## src/rtl/ps2_mouse_rx.sv

```systemverilog
// PS/2 mouse receiver: frame capture, packet assembly, motion decode and a
// saturating cursor position accumulator.
module ps2_mouse_rx #(
    parameter int unsigned WHEEL       = 0,
    parameter int unsigned TIMEOUT_CYC = 50000,
    parameter int unsigned POS_W       = 11,
    parameter int unsigned X_MAX       = 639,
    parameter int unsigned Y_MAX       = 479
) (
    input  logic             clk,
    input  logic             reset_n,
    input  logic             ps2_clk,
    input  logic             ps2_data,
    output logic [9:0]       dx,
    output logic [9:0]       dy,
    output logic [3:0]       dz,
    output logic [2:0]       buttons,
    output logic             x_ovf,
    output logic             y_ovf,
    output logic [POS_W-1:0] pos_x,
    output logic [POS_W-1:0] pos_y,
    output logic             new_data,
    output logic             err
);

    localparam int unsigned PW = POS_W + 2;
    localparam int unsigned IW = (TIMEOUT_CYC < 2) ? 1 : $clog2(TIMEOUT_CYC + 1);
    localparam logic [IW-1:0] IDLE_MAX = IW'(TIMEOUT_CYC);
    localparam logic [1:0] LAST = (WHEEL != 0) ? 2'd3 : 2'd2;
    localparam logic signed [PW-1:0] XMAX_S = PW'(X_MAX);
    localparam logic signed [PW-1:0] YMAX_S = PW'(Y_MAX);

    typedef enum logic [1:0] {ST_IDLE, ST_DATA, ST_PARITY, ST_STOP} state_t;

    state_t        r_state;
    logic [2:0]    r_bitcnt;
    logic [7:0]    r_shift;
    logic          r_par_ok;
    logic [1:0]    r_idx;
    logic [IW-1:0] r_idle;
    // header byte without its always-one bit 3: {yovf, xovf, ysign, xsign, btn[2:0]}
    logic [6:0]    r_hdr;
    logic [7:0]    r_b1;
    logic [7:0]    r_b2;
    logic          r_ck_s1, r_ck_s2, r_ck_d;
    logic          r_dt_s1, r_dt_s2;

    logic                 w_fall;
    logic [7:0]           w_b2;
    logic signed [9:0]    w_dx;
    logic signed [9:0]    w_dy;
    logic [3:0]           w_dz;
    logic signed [PW-1:0] w_sum_x;
    logic signed [PW-1:0] w_sum_y;

    // clamp a widened position sum into [0, hi]
    function automatic logic [POS_W-1:0] clamp(input logic signed [PW-1:0] v,
                                               input logic signed [PW-1:0] hi);
        if (v[PW-1])
            return '0;
        else if (v > hi)
            return POS_W'(hi);
        else
            return POS_W'(v);
    endfunction

    assign w_fall  = r_ck_d & ~r_ck_s2;
    // on the last byte the final data byte is still in the shifter
    assign w_b2    = (WHEEL != 0) ? r_b2 : r_shift;
    assign w_dx    = {r_hdr[3], r_hdr[3], r_b1};
    assign w_dy    = -$signed({r_hdr[4], r_hdr[4], w_b2});
    assign w_dz    = (WHEEL != 0) ? r_shift[3:0] : 4'd0;
    assign w_sum_x = $signed({2'b00, pos_x}) + PW'(w_dx);
    assign w_sum_y = $signed({2'b00, pos_y}) + PW'(w_dy);

    // two-flop synchronisers plus a delayed copy of ps2_clk for edge detect
    always_ff @(posedge clk or negedge reset_n) begin
        if (!reset_n) begin
            r_ck_s1 <= 1'b1;
            r_ck_s2 <= 1'b1;
            r_ck_d  <= 1'b1;
            r_dt_s1 <= 1'b1;
            r_dt_s2 <= 1'b1;
        end else begin
            r_ck_s1 <= ps2_clk;
            r_ck_s2 <= r_ck_s1;
            r_ck_d  <= r_ck_s2;
            r_dt_s1 <= ps2_data;
            r_dt_s2 <= r_dt_s1;
        end
    end

    // frame FSM, packet assembly, idle timeout and registered decode
    always_ff @(posedge clk or negedge reset_n) begin
        if (!reset_n) begin
            r_state  <= ST_IDLE;
            r_bitcnt <= '0;
            r_shift  <= '0;
            r_par_ok <= 1'b0;
            r_idx    <= '0;
            r_idle   <= '0;
            r_hdr    <= '0;
            r_b1     <= '0;
            r_b2     <= '0;
            dx       <= '0;
            dy       <= '0;
            dz       <= '0;
            buttons  <= '0;
            x_ovf    <= 1'b0;
            y_ovf    <= 1'b0;
            pos_x    <= POS_W'(X_MAX / 2);
            pos_y    <= POS_W'(Y_MAX / 2);
            new_data <= 1'b0;
            err      <= 1'b0;
        end else begin
            new_data <= 1'b0;
            err      <= 1'b0;
            if (w_fall) begin
                r_idle <= '0;
                case (r_state)
                    ST_IDLE: begin
                        if (!r_dt_s2) begin
                            r_state  <= ST_DATA;
                            r_bitcnt <= '0;
                        end
                    end
                    ST_DATA: begin
                        r_shift  <= {r_dt_s2, r_shift[7:1]};
                        r_bitcnt <= r_bitcnt + 3'd1;
                        if (r_bitcnt == 3'd7)
                            r_state <= ST_PARITY;
                    end
                    ST_PARITY: begin
                        r_par_ok <= ^{r_shift, r_dt_s2};
                        r_state  <= ST_STOP;
                    end
                    default: begin
                        r_state <= ST_IDLE;
                        if (!r_par_ok || !r_dt_s2) begin
                            err   <= 1'b1;
                            r_idx <= '0;
                        end else if (r_idx == 2'd0 && !r_shift[3]) begin
                            err <= 1'b1;
                        end else if (r_idx == LAST) begin
                            r_idx    <= '0;
                            new_data <= 1'b1;
                            dx       <= w_dx;
                            dy       <= w_dy;
                            dz       <= w_dz;
                            buttons  <= r_hdr[2:0];
                            x_ovf    <= r_hdr[5];
                            y_ovf    <= r_hdr[6];
                            if (!r_hdr[5] && !r_hdr[6]) begin
                                pos_x <= clamp(w_sum_x, XMAX_S);
                                pos_y <= clamp(w_sum_y, YMAX_S);
                            end
                        end else begin
                            r_idx <= r_idx + 2'd1;
                            case (r_idx)
                                2'd0:    r_hdr <= {r_shift[7:4], r_shift[2:0]};
                                2'd1:    r_b1  <= r_shift;
                                default: r_b2  <= r_shift;
                            endcase
                        end
                    end
                endcase
            end else if (r_idle == IDLE_MAX) begin
                if (r_state != ST_IDLE || r_idx != 2'd0) begin
                    r_state <= ST_IDLE;
                    r_idx   <= '0;
                    err     <= 1'b1;
                end
            end else begin
                r_idle <= r_idle + IW'(1);
            end
        end
    end

endmodule
```

## config.mk

```make
export PLATFORM = sky130hd
export DESIGN_NAME = ps2_mouse_rx
export DESIGN_NICKNAME = d
export VERILOG_FILES = /design/src/rtl/ps2_mouse_rx.sv
export SDC_FILE = /design/constraint.sdc
export NUM_CORES = 1
export LEC_CHECK = 0
export ABC_AREA = 0
export CAP_MARGIN = 0
export CORE_MARGIN = 4
export CORE_UTILIZATION = 52
export DETAILED_ROUTE_END_ITERATION = 12
export MAX_ROUTING_LAYER = met4
export PLACE_DENSITY = 0.76
export REMOVE_ABC_BUFFERS = 1
export SETUP_SLACK_MARGIN = 0.15
export SLEW_MARGIN = 25
export SYNTH_ARGS = -nofsm -noshare
export SYNTH_HDL_FRONTEND = slang
export SYNTH_SLANG_ARGS = --single-unit
```

## constraint.sdc

```tcl
create_clock -name clk -period 3.1 [get_ports clk]
set_input_delay 0.62 -clock clk [delete_from_list [all_inputs] [get_ports clk]]
set_output_delay 0.62 -clock clk [all_outputs]
set_load 0.01 [all_outputs]
```

==> results_dict.tcl, run 1 <==
set metrics [dict create \
    status "complete, no violations" \
    cpLargestDelayFamily "compound AO/OA/AOI/OAI gates" \
    avgViaCountPerCell 5.76 \
    power_leakage_nw 3.40 \
    clk_pin_slew_ns 0.10 \
    fin_crit_sh_pct 98.3 \
    clock_sinks 100 \
    root_buffer "clkbuf_8" \
    tightest_slew_ns 0.748 \
    vdd_drop_max_mv 0.429 \
    tritoncts "built" \
    dp_hpwl_um 10100 \
    maxSlewViolCount 0 \
    antenna_cells 0 \
    vias 4724 \
    finalHoldViolations 0 \
    clkLatencyLatePin_ns 0.39 \
    initial_utilization_pct 53.1 \
    final_cell_count_no_fill 820 \
    drc 0 \
    timing.setup.tns_ns 0 \
    maxCapViolCount 0 \
    overflow 0 \
    place_inst 793 \
    synth_ff_type "dfrtp_1" \
    p_per_area_nw_per_um2 594 \
    yosys_warnings 0 \
    crit_type "register to register" \
    finClkSkew_ns 0.00745 \
    seq_power_share_pct 33.0 \
    seq_area_frac_synth_pct 43.7 \
    numCtsBuffers 9 \
    syn_area_um2 5790 \
    final_cell_mix "dfrtp_1 (80), buf_4 (72), clkdlybuf4s50_1 (51)" \
    postRouteAntennaNets 0 \
    arrival_ns 3.33 \
    grt_pass1_vias 4867 \
    place_congestion 0.897 \
    cp.required_ns 3.38 \
    hold_class "input port to async pin" \
    design_power_total_w 0.00442 \
    crit_start "r_shift[3]$_DFFE_PN0P_" \
    wl_per_cell_um 17.3 \
    r2r-start "r_shift[3]$_DFFE_PN0P_" \
    path_buf_inv 2 \
    fp.dieW_um 113 \
    die_h_um 113 \
    fill_cells 848 \
    cp_max_fo 6 \
    core_um2 10900 \
    rsz0062_at_grt "true" \
    crit_path_end_kind "register" \
    final_nets 720 \
    syn2layout_area_growth_pct 28.6 \
    swShare_pct 35.9 \
    final-seq-area_um2 2530 \
    critPathSlowestCell "or4_4" \
    grt_antenna_before_repair 0 \
    crit_path_cell_trace "inv_1 > ha_2 > nand4b_1 > o21bai_1 > inv_1 > ha_4 > a21oi_4 > nand2_1 > or4_4 > and3_4 > a211oi_4 > o221a_4 > o21ai_1" \
    synth_seq_cells 100 \
    h-tree-depth 3 \
    power_switching_w 0.00159 \
    routed_wl_um 14200 \
    pwr-share-comb_pct 45.6 \
    setup_viol 0 \
    cts_hold_buf 0 \
    final_common_cell "dfrtp_1" \
    drtIter0Drc 285 \
    drive_gt1_share_pct 30.1 \
    syn-mean-instance-area_um2 10.4 \
    cp-start-kind "register" \
    globalRouteTotalUtil_pct 23.7 \
    critPathMostFrequentCell "inv_1" \
    internal-power_w 0.00283 \
    ioPinCount 57 \
    period_minus_slack_ns 3.05 \
    clkPwrFrac_pct 21.4 \
    rows 38 \
    ys_types 67 \
    synth_edf_count 0 \
    die_area_um2 12900 \
    io_buffer_count 52 \
    async_reset_ff_share_pct 100 \
    grt_first_pass_wirelength_um 24000 \
    post-route-util_pct 68.3 \
    max_stage_delay_ns 0.43 \
    clockBufferDepth 2 \
    syn_inst 559 \
    grt_max_degree 60 \
    timing.fmax_mhz 328 \
    slew_headroom_pct 49.8 \
    multi_input_area_um2 3360 \
    drt_pass1_iterations 4 \
]
## metrics by stage
step | setup slack, ns | hold slack (ns) | cell area, um2
floorplan | -2.56 | 0.324 | 5690
global placement | -0.0583 | 0.348 | 6840
detailed placement | -0.108 | 0.347 | 6840
CTS | 0.104 | 0.308 | 7370
global route | -0.0801 | 0.336 | 7440
finish | 0.0518 | 0.280 | 7440
## power by group through the flow
stage / clock network, W / logic, W / registers (W)
finish: 0.000948 / 0.00201 / 0.00146
global route: 0.00102 / 0.00218 / 0.00147
CTS: 0.000968 / 0.00194 / 0.00146
detailed placement: 0 / 0.00171 / 0.00148
global placement: 0 / 0.00169 / 0.00147
floorplan: 0 / 0.00102 / 0.00146
## metal layers
metal,vias up,share of wire [%],GRT usage [%]
met1,2369,43,30.1
met2,102,51,39.3
li1,2227,-,-
met4,0,2.1,6.89
met3,26,3.8,4.19
met5,-,0,-
## logic make-up after synthesis
logic type,Yosys count,share of synthesized area [%]
AOI/OAI and AO/OA,123,14.9
xor gates and xnor gates,41,6.21
adders and majority gates,41,9.12
buffers and inverters,49,3.61
DFF,100,43.7
muxes,43,8.22
other,1,0.0648
and+or+nand+nor,161,14.2
## flip-flops by register name, summed over array words and instances (netlist names), 2 cells and up
register  flops
r_shift       8
buttons       3
r_b1          8
r_idx         2
r_state       2
pos_x        11
r_hdr         7
dy           10
dx            9
r_idle       16
pos_y        11
r_bitcnt      3
## worst register-to-register path: stages (launching register included)
cell      delay [ns]
dfrtp_1         0.41
inv_1           0.09
ha_2            0.19
nand4b_1        0.17
o21bai_1        0.23
inv_1           0.11
ha_4            0.26
a21oi_4         0.15
nand2_1         0.06
or4_4           0.43
and3_4          0.19
a211oi_4        0.31
o221a_4         0.29
o21ai_1         0.06
## cells in the mapped netlist (14+ instances only)
cell	count	share of area (%)
dfstp_2	19	8.6
nand3_1	17	1.5
nand2_1	50	3.2
mux2_2	36	7.0
inv_1	28	1.8
a21oi_1	25	2.2
xnor2_1	27	4.1
ha_1	39	8.4
dfrtp_1	81	35
nor2_1	37	2.4
o21ai_0	26	2.2
xor2_1	14	2.1
## path summary, 6_finish.rpt
| path | endpoint | slack [ns] | cells past startpoint |
|---|---|---|---|
| hold reg to reg | r_ck_s2$_DFF_PN1_ | 0.36 | 0 |
| max in group asynchronous | pos_y[3]$_DFFE_PN1P_ | 2.09 | 2 |
| setup / recovery | pos_y[4]$_DFFE_PN0P_ | 0.05 | 13 |
| min in group clk | r_ck_s2$_DFF_PN1_ | 0.36 | 0 |
| hold / removal | buttons[2]$_DFFE_PN0P_ | 0.28 | 1 |
| setup reg to reg | pos_y[4]$_DFFE_PN0P_ | 0.05 | 13 |
## area by class of cell
class,instances,share of cell area [%]
timing repair buffer,123,14.1
sequential,100,34.0
inverter,28,1.41
clock buffer,11,1.90
tap,140,2.35
multi-input combinational,413,45.1
clock inverter,5,1.14
## timing repair
item	CTS	global route
cloned	0	0
endpoints found under the setup margin	17	17
pin swaps	20	5
setup buffers	10	1
gates resized for setup	43	11
No activity file was read; power rests on OpenSTA's default activity.
==> inputs of run 2 (changes only) <==
--- a/config.mk
+++ b/config.mk
@@ -7,7 +7,6 @@
 export LEC_CHECK = 0
 export ABC_AREA = 0
 export CAP_MARGIN = 0
-export CORE_MARGIN = 4
 export CORE_UTILIZATION = 52
 export DETAILED_ROUTE_END_ITERATION = 12
 export MAX_ROUTING_LAYER = met4
==> run 2 against run 1 <==
  * The run now ends with negative setup slack left
  * Combinational power is 2% lower
  * Core utilization is 0.76 points lower
  * Fmax is 3.1% lower
  * Critical path type unchanged
  * Critical endpoint unchanged
==> results_dict.tcl, run 2 (synthesized netlist as in run 1, its figures left out) <==
set metrics [dict create \
    vias 4655 \
    cpLargestDelayFamily "compound AO/OA/AOI/OAI gates" \
    clkLatencyLatePin_ns 0.37 \
    die_h_um 107 \
    slew_headroom_pct 45.6 \
    largest_reg_flops 16 \
    clockBufferDepth 2 \
    design_power_total_w 0.00440 \
    place_area_um2 6700 \
    final_cell_count_no_fill 801 \
    dp_slack_ns -0.114 \
    place_inst 774 \
    cp_max_fo 6 \
    tritoncts "built" \
    wl_met3_um 424 \
    drive_gt1_share_pct 28.6 \
    power_leakage_nw 3.33 \
    setup_slack_ns -0.0456 \
    cp.required_ns 3.36 \
    avgViaCountPerCell 5.81 \
    drt_pass1_iterations 6 \
    overflow 0 \
    finalHoldViolations 0 \
    crit_path_cell_trace "buf_6 > nor2_2 > nand2_1 > xnor2_2 > ha_4 > buf_4 > o211ai_1 > o21ai_2 > o2111ai_4 > buf_4 > mux2i_2 > a211oi_4 > buf_6 > o221a_4 > o21ai_1" \
    path_buf_inv 4 \
    globalRouteTotalUtil_pct 25.3 \
    stdcell_area_um2 7330 \
    rows 38 \
    timing.fmax_mhz 318 \
    numCtsBuffers 9 \
    final_nets 701 \
    max_stage_delay_ns 0.41 \
    fin_crit_sh_pct 101 \
    clk_pin_slew_ns 0.10 \
    failed_checks "negative setup slack" \
    crit_type "register to register" \
    vdd_drop_max_mv 0.331 \
    crit_start "r_shift[2]$_DFFE_PN0P_" \
    postRouteAntennaNets 0 \
    wl_per_cell_um 17.3 \
    routed_wl_um 13800 \
    status "finished, violations left" \
    p_per_area_nw_per_um2 600 \
    drtIter0Drc 279 \
    dp_hpwl_um 9600 \
    place_congestion 0.866 \
    arrival_ns 3.40 \
    root_buffer "clkbuf_8" \
    drc 0 \
    die_area_um2 11600 \
    wl_met1_um 6370 \
    antenna_cells 0 \
    syn2layout_area_growth_pct 26.6 \
    grt_pass1_vias 4560 \
    grt_max_degree 41 \
    cts_hold_buf 0 \
    initial_utilization_pct 53.4 \
    tightest_slew_ns 0.810 \
    hold_class "input port to async pin" \
    rsz0062_at_grt "true" \
    core_um2 10800 \
    top_regs "r_idle: 16 flops, pos_x: 11 flops, pos_y: 11 flops" \
    whs_ns 0.202 \
    grt_antenna_before_repair 0 \
    maxSlewViolCount 0 \
    grt_first_pass_wirelength_um 22200 \
    top_register "r_idle" \
    fp.dieW_um 107 \
    crit_path_end_kind "register" \
    final_common_cell "dfrtp_1" \
    setup_viol 4 \
    maxCapViolCount 0 \
    period_minus_slack_ns 3.15 \
    met2_length_um 6720 \
    clock_sinks 100 \
    ioPinCount 57 \
    cp-start-kind "register" \
    io_buffer_count 52 \
    final_cell_mix "dfrtp_1 (81), clkdlybuf4s50_1 (51), buf_4 (51)" \
    route.top_layer_used "met4" \
    finClkSkew_ns 0.00754 \
    r2r-start "r_shift[2]$_DFFE_PN0P_" \
    critPathSlowestCell "dfrtp_1" \
    h-tree-depth 3 \
]
## run 2: layout make-up
class	instances	area [um2]
clock buffers	11	151
clock inverters	5	82.6
fillers	805	3510
inverters	28	105
multi-input cells	413	3370
flip-flops and latches	100	2530
well taps	140	175
repair buffers	104	916
## run 2: worst register-to-register path, cell delays in order (launching register included)
cell and delay, ns:
dfrtp_1 0.41, buf_6 0.15, nor2_2 0.16, nand2_1 0.11, xnor2_2 0.18, ha_4 0.31
buf_4 0.12, o211ai_1 0.11, o21ai_2 0.27, o2111ai_4 0.17, buf_4 0.19, mux2i_2 0.17
a211oi_4 0.24, buf_6 0.16, o221a_4 0.22, o21ai_1 0.07
## run 2: metal layers
layer  vias to the layer above  GRT usage, %
met1                      2330          33.2
met3                        28          2.97
met4                         0          9.88
met2                       117          40.3
met5                         -             -
li1                       2180             -
## run 2: final timing paths
kind                                         to  slack, ns  depth (start not counted)
setup reg to reg           pos_y[4]$_DFFE_PN0P_      -0.05                         15
hold reg to reg               r_dt_s2$_DFF_PN1_       0.36                          0
setup / recovery           pos_y[4]$_DFFE_PN0P_      -0.05                         15
max in group asynchronous  pos_x[8]$_DFFE_PN1P_       2.04                          2
hold / removal                dx[1]$_DFFE_PN0P_       0.20                          1
min in group clk              r_dt_s2$_DFF_PN1_       0.36                          0
## run 2: through the flow
stage / TNS, ns / util, %
3_3_place_gp: -0.00973 / 61.8
5_1_grt: -1.16 / 67.6
4_1_cts: 0 / 65.5
3_5_place_dp: -0.584 / 61.8
6_report: -0.0790 / 67.6
2_1_floorplan: -72.44 / -
## run 2: what timing repair did
action                                 in CTS  in global routing
setup buffers                               4                  7
endpoints found under the hold margin       0                  0
setup endpoints to repair                  16                 18
gates resized for setup                    27                 34
cloned                                      0                  0
pin swaps                                  15                 14
## run 2: report_power, final
group / switching (W) / internal, W
logic: 0.00106 / 0.000913
clock network: 0.000465 / 0.000502
registers: 0.0000800 / 0.00138
total: 0.00160 / 0.00279
==> inputs of run 3 (changes only) <==
--- a/config.mk
+++ b/config.mk
@@ -7,10 +7,12 @@
 export LEC_CHECK = 0
 export ABC_AREA = 0
 export CAP_MARGIN = 0
-export CORE_UTILIZATION = 52
+export CORE_UTILIZATION = 55
+export CTS_CLUSTER_DIAMETER = 100
 export DETAILED_ROUTE_END_ITERATION = 12
+export DONT_BUFFER_PORTS = 1
 export MAX_ROUTING_LAYER = met4
-export PLACE_DENSITY = 0.76
+export PLACE_DENSITY = 0.69
 export REMOVE_ABC_BUFFERS = 1
 export SETUP_SLACK_MARGIN = 0.15
 export SLEW_MARGIN = 25
==> constraint.sdc (replaced) <==
create_clock -name clk -period 3.4 [get_ports clk]
set_input_delay 0.68 -clock clk [delete_from_list [all_inputs] [get_ports clk]]
set_output_delay 0.68 -clock clk [all_outputs]
set_load 0.01 [all_outputs]
==> run 3 against run 2 <==
  * Critical endpoint unchanged
  * Flip-flop and latch count unchanged
  * Global-route usage is 1.2 points lower
  * Clock power shrank 17%
  * Core utilization shrank 4.0 points
  * Clock-buffer cell count up 2
  * Total power fell by 18%
  * The flow now finishes without violations
  * Worst setup slack better by 0.22 ns
  * Worst hold slack worse by 0.061 ns
  * Sequential share of layout area increased by 4.2 points
  * Highest routed layer unchanged
  * Register-to-register slack improved by 0.22 ns
==> results_dict.tcl, run 3 (synthesized netlist as in run 1, its figures left out) <==
set metrics [dict create \
    status "complete, no violations" \
    crit_type "register to register" \
    setup_viol 0 \
    top_regs "r_idle: 16 flops, pos_x: 11 flops, pos_y: 11 flops" \
    syn2layout_area_growth_pct 12.9 \
    final_common_cell "dfrtp_1" \
    tritoncts "built" \
    core_um2 10300 \
    cp-start-kind "register" \
    numCtsBuffers 9 \
    cpLargestDelayFamily "simple AND/OR/NAND/NOR gates" \
    clkLatencyLatePin_ns 0.37 \
    largest_reg_flops 16 \
    vias 4256 \
    maxCapViolCount 0 \
    top_register "r_idle" \
    fill_cells 826 \
    final-seq-area_um2 2530 \
    grt_pass1_vias 3983 \
    clock_sinks 100 \
    fp.dieW_um 105 \
    max_stage_delay_ns 0.50 \
    timing.fmax_mhz 310 \
    slew_headroom_pct 44.3 \
    r2r-start "r_shift[1]$_DFFE_PN0P_" \
    drt_pass1_iterations 7 \
    die_h_um 105 \
    finClkSkew_ns 0.00747 \
    initial_utilization_pct 56.3 \
    drtIter0Drc 198 \
    clk_pin_slew_ns 0.10 \
    routed_wl_um 12600 \
    grt_max_degree 82 \
    drc 0 \
    final_nets 630 \
    crit_path_cell_trace "inv_2 > ha_4 > nand4_1 > nor3_2 > xnor2_2 > ha_2 > a21oi_4 > nand2_1 > or4_4 > and3_4 > a211oi_4 > o221a_4 > o21ai_2" \
    overflow 0 \
    io_buffer_count 0 \
    crit_start "r_shift[1]$_DFFE_PN0P_" \
    ioPinCount 57 \
    path_buf_inv 1 \
    postRouteAntennaNets 0 \
    place_congestion 0.905 \
    die_area_um2 10900 \
    avgViaCountPerCell 5.86 \
    cp.required_ns 3.66 \
    hold_class "input port to async pin" \
    p_per_area_nw_per_um2 552 \
    wl_per_cell_um 17.3 \
    multi_input_area_um2 3250 \
    maxSlewViolCount 0 \
    grt_first_pass_wirelength_um 20300 \
    arrival_ns 3.49 \
    worstSetupPathDepth 13 \
    fin_crit_sh_pct 95.0 \
    period_minus_slack_ns 3.23 \
    root_buffer "clkbuf_8" \
    clockBufferDepth 2 \
    whs_ns 0.141 \
    reg2reg_depth 13 \
    cp_max_fo 6 \
    tightest_slew_ns 0.829 \
    globalRouteTotalUtil_pct 24.2 \
    dp_hpwl_um 8860 \
    crit_path_end_kind "register" \
    critPathSlowestCell "or4_4" \
    finalHoldViolations 0 \
    rows 37 \
    grt_antenna_before_repair 0 \
    post-route-util_pct 63.6 \
    drive_gt1_share_pct 25.6 \
    final_cell_mix "dfrtp_1 (80), nand2_1 (49), nor2_1 (36), mux2_2 (36), ha_1 (31)" \
    antenna_cells 0 \
    vdd_drop_max_mv 0.277 \
    rsz0062_at_grt "true" \
    h-tree-depth 3 \
    power_leakage_nw 3.04 \
]
==> run 3: layout make-up <==
cell class                      instances  area share (%)
Clock buffer                           13            2.43
Clock inverter                          3           0.708
Inverter                               28            1.61
Multi-Input combinational cell        413            49.7
Sequential cell                       100            38.7
Tap cell                              136            2.60
Timing Repair Buffer                   33            4.27
==> run 3: what timing repair did <==
item	in CTS	in global routing
gates cloned	0	0
pin swaps	3	13
hold buffers	1	0
buffers inserted	1	12
endpoints found under the setup margin	10	10
hold endpoints to repair	81	0
gates resized for setup	5	34
==> run 3: worst paths after layout <==
| check | end | slack, ns |
|---|---|---|
| max | pos_y[4]$_DFFE_PN0P_ | 0.17 |
| max reg2reg | pos_y[4]$_DFFE_PN0P_ | 0.17 |
| min in group clk | r_dt_s1$_DFF_PN1_ | 0.30 |
| min | pos_x[2]$_DFFE_PN1P_ | 0.14 |
| min reg2reg | r_dt_s2$_DFF_PN1_ | 0.36 |
| max in group asynchronous | r_shift[2]$_DFFE_PN0P_ | 2.83 |
==> run 3: metrics by stage <==
| stage | total power [W] | instances | setup TNS, ns | worst slack, ns | instance area (um2) |
|---|---|---|---|---|---|
| 2_1_floorplan | 0.00227 | 541 | -58.34 | -2.26 | 5690 |
| 3_3_place_gp | 0.00258 | 696 | 0 | 0.152 | 6010 |
| 3_5_place_dp | 0.00259 | 696 | 0 | 0.0864 | 6010 |
| 4_1_cts | 0.00345 | 714 | 0 | 0.154 | 6280 |
| 5_1_grt | 0.00382 | 726 | 0 | 0.000524 | 6540 |
| 6_report | 0.00361 | 726 | 0 | 0.170 | 6540 |
==> run 3: where the power goes <==
group          internal, W  total, W  switching [W]
registers          0.00126   0.00133      0.0000775
clock network     0.000383  0.000799       0.000416
logic             0.000660   0.00147       0.000813
==> run 3: metal layers <==
| metal | global-route usage [%] | share of wire, % | wire, um |
|---|---|---|---|
| met1 | 32.2 | 46 | 5840 |
| met2 | 37.1 | 48 | 5990 |
| met3 | 4.93 | 4.1 | 521 |
| met4 | 7.95 | 1.6 | 206 |
| met5 | - | 0 | 0 |
